`src/rtl/coin_pkg.sv`:
```
// Shared definitions for the coin acceptor front end: sensor bit positions,
// coin values and the acceptor state encoding.
package coin_pkg;

  localparam int COIN_W      = 3;
  localparam int NICKEL_IDX  = 0;
  localparam int DIME_IDX    = 1;
  localparam int QUARTER_IDX = 2;

  localparam int NICKEL_VAL  = 5;
  localparam int DIME_VAL    = 10;
  localparam int QUARTER_VAL = 25;

  typedef enum logic [2:0] {
    IDLE    = 3'd0,
    EMIT    = 3'd1,
    REJECT  = 3'd2,
    RELEASE = 3'd3,
    GAP     = 3'd4
  } coin_state_e;

  // True when exactly one sensor bit is set.
  function automatic logic is_onehot(input logic [COIN_W-1:0] v);
    return (v != {COIN_W{1'b0}}) && ((v & (v - COIN_W'(1))) == {COIN_W{1'b0}});
  endfunction

endpackage

```
`src/rtl/coin_debounce.sv`:
```
// Synchronizes the raw sensor vector into clk and filters it with a single
// whole-vector stability counter.
module coin_debounce
  import coin_pkg::*;
#(
  parameter int SYNC_STAGES     = 2,
  parameter int DEBOUNCE_CYCLES = 4
) (
  input  logic              clk,
  input  logic              reset,
  input  logic [COIN_W-1:0] raw_vec,
  output logic [COIN_W-1:0] deb_vec
);

  localparam int CNT_W = $clog2(DEBOUNCE_CYCLES + 1);
  localparam logic [CNT_W-1:0] CNT_LAST = CNT_W'(DEBOUNCE_CYCLES - 1);

  logic [COIN_W-1:0] sync_r [SYNC_STAGES];
  logic [COIN_W-1:0] sync_vec_s;
  logic [COIN_W-1:0] deb_r;
  logic [CNT_W-1:0]  cnt_r;
  logic              sync_moving_s;

  assign sync_vec_s    = sync_r[SYNC_STAGES-1];
  // sync_vec is about to take a new value on this edge
  assign sync_moving_s = (sync_r[SYNC_STAGES-2] != sync_vec_s);
  assign deb_vec       = deb_r;

  // Metastability chain, one flop per stage per sensor bit
  always_ff @(posedge clk or posedge reset) begin
    if (reset) begin
      for (int i = 0; i < SYNC_STAGES; i++) begin
        sync_r[i] <= {COIN_W{1'b0}};
      end
    end else begin
      sync_r[0] <= raw_vec;
      for (int i = 1; i < SYNC_STAGES; i++) begin
        sync_r[i] <= sync_r[i-1];
      end
    end
  end

  // The final qualifying edge wins even if sync_vec moves on the same edge,
  // so a pulse lasting exactly DEBOUNCE_CYCLES still gets through.
  always_ff @(posedge clk or posedge reset) begin
    if (reset) begin
      deb_r <= {COIN_W{1'b0}};
      cnt_r <= {CNT_W{1'b0}};
    end else if ((sync_vec_s != deb_r) && (cnt_r == CNT_LAST)) begin
      deb_r <= sync_vec_s;
      cnt_r <= {CNT_W{1'b0}};
    end else if ((sync_vec_s == deb_r) || sync_moving_s) begin
      cnt_r <= {CNT_W{1'b0}};
    end else begin
      cnt_r <= cnt_r + CNT_W'(1);
    end
  end

endmodule

```
`src/rtl/coin_acceptor.sv`:
```
// Coin acceptor front end: debounced sensor vector feeding a small FSM that
// emits one clean credit or reject pulse per inserted coin.
module coin_acceptor
  import coin_pkg::*;
#(
  parameter int SYNC_STAGES     = 2,
  parameter int DEBOUNCE_CYCLES = 4,
  parameter int GAP_CYCLES      = 2
) (
  input  logic              clk,
  input  logic              reset,
  input  logic [COIN_W-1:0] coin_raw,
  input  logic              accept_en,
  output logic              nickel,
  output logic              dime,
  output logic              quarter,
  output logic              coin_reject,
  output logic              busy
);

  localparam int GAP_W = (GAP_CYCLES > 1) ? $clog2(GAP_CYCLES) : 1;
  localparam logic [GAP_W-1:0] GAP_LAST = GAP_W'(GAP_CYCLES - 1);

  logic [COIN_W-1:0] deb_vec_s;
  coin_state_e       state_r;
  coin_state_e       next_state_s;
  logic [GAP_W-1:0]  gap_cnt_r;
  logic              gap_done_s;
  logic [COIN_W-1:0] emit_s;
  logic              reject_s;

  coin_debounce #(
    .SYNC_STAGES     (SYNC_STAGES),
    .DEBOUNCE_CYCLES (DEBOUNCE_CYCLES)
  ) u_debounce (
    .clk     (clk),
    .reset   (reset),
    .raw_vec (coin_raw),
    .deb_vec (deb_vec_s)
  );

  assign gap_done_s = (gap_cnt_r == GAP_LAST);

  // Next-state and pulse decode; accept_en only matters on the IDLE decision
  always_comb begin
    next_state_s = state_r;
    emit_s       = {COIN_W{1'b0}};
    reject_s     = 1'b0;
    case (state_r)
      IDLE: begin
        if (deb_vec_s != {COIN_W{1'b0}}) begin
          if (is_onehot(deb_vec_s) && accept_en) begin
            next_state_s = EMIT;
            emit_s       = deb_vec_s;
          end else begin
            next_state_s = REJECT;
            reject_s     = 1'b1;
          end
        end else begin
          next_state_s = IDLE;
        end
      end
      EMIT:    next_state_s = RELEASE;
      REJECT:  next_state_s = RELEASE;
      RELEASE: begin
        if (deb_vec_s == {COIN_W{1'b0}}) begin
          next_state_s = (GAP_CYCLES == 0) ? IDLE : GAP;
        end else begin
          next_state_s = RELEASE;
        end
      end
      GAP: begin
        if (gap_done_s) begin
          next_state_s = IDLE;
        end else begin
          next_state_s = GAP;
        end
      end
      default: next_state_s = IDLE;
    endcase
  end

  // State register and idle-gap counter
  always_ff @(posedge clk or posedge reset) begin
    if (reset) begin
      state_r   <= IDLE;
      gap_cnt_r <= {GAP_W{1'b0}};
    end else begin
      state_r <= next_state_s;
      if ((state_r == GAP) && !gap_done_s) begin
        gap_cnt_r <= gap_cnt_r + GAP_W'(1);
      end else begin
        gap_cnt_r <= {GAP_W{1'b0}};
      end
    end
  end

  // Registered outputs, aligned with the state they describe
  always_ff @(posedge clk or posedge reset) begin
    if (reset) begin
      nickel      <= 1'b0;
      dime        <= 1'b0;
      quarter     <= 1'b0;
      coin_reject <= 1'b0;
      busy        <= 1'b0;
    end else begin
      nickel      <= emit_s[NICKEL_IDX];
      dime        <= emit_s[DIME_IDX];
      quarter     <= emit_s[QUARTER_IDX];
      coin_reject <= reject_s;
      busy        <= (next_state_s != IDLE);
    end
  end

endmodule

```
`config.mk`:
```
export PLATFORM = sky130hd
export DESIGN_NAME = coin_acceptor
export DESIGN_NICKNAME = d
export VERILOG_FILES = /design/src/rtl/coin_pkg.sv /design/src/rtl/coin_debounce.sv /design/src/rtl/coin_acceptor.sv
export SDC_FILE = /design/constraint.sdc
export NUM_CORES = 1
export LEC_CHECK = 0
export ABC_AREA = 1
export CORE_MARGIN = 4
export CORE_UTILIZATION = 40
export CTS_CLUSTER_DIAMETER = 120
export DETAILED_ROUTE_END_ITERATION = 10
export PLACE_DENSITY = 0.57
export SYNTH_ARGS = -nofsm -noshare
export SYNTH_HDL_FRONTEND = slang
export SYNTH_SLANG_ARGS = --single-unit
```
`constraint.sdc`:
```
create_clock -name clk -period 1.76 [get_ports clk]
set_input_delay 0.528 -clock clk [delete_from_list [all_inputs] [get_ports clk]]
set_output_delay 0.528 -clock clk [all_outputs]
set_load 0.005 [all_outputs]
```
==> results.tsv <==
metric	value	unit
status	complete, no violations	
p_comb_share	22.1	%
netlist.area_leader.share	62.8	%
synthCells	83	
power	1.05	mW
n_antenna_cell	0	
cts_hold_buf	0	
post-dp-hpwl	937	um
p_int	0.735	mW
utilization	50.8	%
io-pin-count	11	
nNetsFinal	107	
cts_sinks	21	
synth_top_cell_by_area	dfrtp_1	
dieWidth	53.7	um
critPathMaxStageDelay	0.50	ns
fin_ws	0.0806	ns
grt_max_degree	22	
clkTransAtPathRegs	0.11	ns
post_cts_buffers	0	
cts_tree	built	
portBuffers	10	
setup_viol	0	
die_area	0.00289	mm2
via_count	544	
cp-startpoint	busy$_DFF_PP0_	
fp.coreArea	0.00198	mm2
overflow	0	
gp_congestion	0.705	
first_pass_iters	4	
slew_violations	0	
yosys-top-cells-area	dfrtp_1 63%, nand2_1 7.2%, nor2_1 5.8%, xnor2_1 5.2%, inv_1 4.5%	
placed_cell_area	978	um2
cp_num_buf_inv	1	
cpLargestDelayFamily	buffers and inverters	
p_clk_share	21.3	%
rsz0062_at_grt	false	
synth.avg_cell_area	10.1	um2
power_per_cell_area	1040	mW/mm2
skew	0.00121	ns
leakage	0.482	nW
ys_types	17	
row_count	16	
end_kind	output pin	
initial_utilization	42.2	%
cp.depth	1	
stdcell_area	0.00101	mm2
initialDrtViolationCount	11	
synth_nets	91	
viasPerCell	4.35	
clockRootBuffer	clkbuf_4	
critPathLaunchType	register	
r2r_end	u_debounce.cnt_r[0]$_DFF_PP0_	
wl_per_cell	9.78	um
power_switching_share	29.9	%
antenna_found_initial	0	
seqPwrFrac	56.6	%
insertion_delay	0.29	ns
critPathMaxFanout	1	
synth_seq_area_share	62.8	%
htree_levels	1	
cts-buffers-inserted	3	
post-place-ws	0.149	ns
clock.fmax	595	MHz
hp-class	register to register	
clk_path_buf_depth	2	
groute.usage.overall	11.2	%
postRouteAntennaNets	0	
r2r_cells	4	
grt_pass1_wl	2210	um
slew-limit-headroom	82.9	%
peakVddDrop	0.000828	V
finalWirelength	1220	um
chipHeight	53.7	um
tns	0	ns
drive_gt1_share	12.2	%
postCtsResizedCells	0	
yosys_warnings	0	
cap_violations	0	
fillers	182	
worstSetupPathType	register to output pin	
tightest_slew	0.256	ns
syn_area	837	um2
area_delta_synth_final	20.2	%
layout_min_cycle_time	1.68	ns
cp_slowest_cell	clkdlybuf4s50_1	
fin_crit_sh	95.4	%
cp_data_required_time	1.23	ns
p_sw	0.313	mW
reg2reg_setup_slack	0.44	ns
drc	0	
path_cells	clkdlybuf4s50_1	
grt_pass1_vias	520	
synth_seq_cells	21	
hold_violations	0	
arrival	1.15	ns
r2r-start	u_debounce.cnt_r[0]$_DFF_PP0_	
crit_end	busy	
==> power by group through the flow <==
| stage | logic [mW] | registers [mW] | clock network, mW |
|---|---|---|---|
| after detailed placement | 0.233 | 0.602 | 0 |
| final | 0.232 | 0.593 | 0.223 |
| after global routing | 0.261 | 0.604 | 0.252 |
| after CTS | 0.234 | 0.593 | 0.236 |
| after global placement | 0.233 | 0.603 | 0 |
| after floorplan | 0.159 | 0.595 | 0 |
==> worst min path at each step <==
stage	from	to	slack [ns]	cells past startpoint
global route	u_debounce.sync_r[4]$_DFF_PP0_	u_debounce.sync_vec_s[1]$_DFF_PP0_	0.43	0
finish	u_debounce.sync_r[4]$_DFF_PP0_	u_debounce.sync_vec_s[1]$_DFF_PP0_	0.40	0
floorplan	u_debounce.sync_r[5]$_DFF_PP0_	u_debounce.sync_vec_s[2]$_DFF_PP0_	0.37	0
global placement	u_debounce.sync_r[4]$_DFF_PP0_	u_debounce.sync_vec_s[1]$_DFF_PP0_	0.38	0
detailed placement	u_debounce.sync_r[4]$_DFF_PP0_	u_debounce.sync_vec_s[1]$_DFF_PP0_	0.39	0
CTS	u_debounce.sync_r[4]$_DFF_PP0_	u_debounce.sync_vec_s[1]$_DFF_PP0_	0.41	0
==> placed cells by master, fill, tap and decap left out <==
cell type        netlist  layout
or2_2                  2       2
inv_2                  2       2
dfrtp_1               21      21
o21ai_0                3       3
ha_1                   2       2
nor2_4                 1       1
xor2_1                 1       1
xnor2_1                5       5
nor2_1                13      13
buf_4                  0       1
nor2_2                 1       1
o21ai_1                1       1
clkinv_2               0       1
a21boi_0               1       1
clkbuf_4               0       3
nand3_1                2       2
nand2_1               16      16
nand2_2                1       1
inv_1                 10      10
nand4_1                1       1
clkdlybuf4s50_1        0      10
==> synthesized netlist by cell type <==
library cell / instances
dfrtp_1: 21
nand2_1: 16
nor2_1: 13
inv_1: 10
xnor2_1: 5
o21ai_0: 3
ha_1: 2
inv_2: 2
nand3_1: 2
or2_2: 2
a21boi_0: 1
nand2_2: 1
nand4_1: 1
nor2_2: 1
nor2_4: 1
o21ai_1: 1
xor2_1: 1
==> worst reg2reg max path: cells and delay by family, from the launching register on <==
kind / cells / cell delay, ns
flip-flops: 1 / 0.39
AND/OR/NAND/NOR: 2 / 0.41
adder cells (fa/ha/maj): 2 / 0.47
==> sequential cells by signal, indices dropped and copies added, names as in the netlist, 3 cells and up <==
signal	flops
state_r	3
u_debounce.cnt_r	3
u_debounce.deb_vec	3
u_debounce.sync_r	3
u_debounce.sync_vec_s	3
==> through the flow <==
step	hold WS (ns)	std cells
after detailed placement	0.388	121
after CTS	0.406	125
after floorplan	0.372	83
after global placement	0.376	121
final	0.403	125
after global routing	0.428	125
==> final cells by class <==
class	instances	area (um2)	share of cell area, %
Sequential cell	21	526	52.2
Multi-Input combinational cell	50	267	26.5
Timing Repair Buffer	11	108	10.7
Inverter	12	45.0	4.48
Tap cell	27	33.8	3.36
Clock buffer	3	22.5	2.24
Clock inverter	1	5.00	0.498
==> routing by layer <==
metal  vias up  global-route usage, %  wire length [um]
li1        281                      -                 -
met1       245                   15.2               585
met2        14                   15.9               540
met3         4                   2.49                67
met4         0                   7.66                29
met5         -                      0                 0
==> kinds of logic after synthesis <==
group           count (synthesis)  synth area share (%)
flops                          21                  62.8
fa+ha+maj                       2                  2.99
xor+xnor                        6                  6.28
simple gates                   37                  19.3
compound gates                  5                  3.29
buf+inv                        12                  5.38
Note: power is estimated with default switching activity, not from simulation.
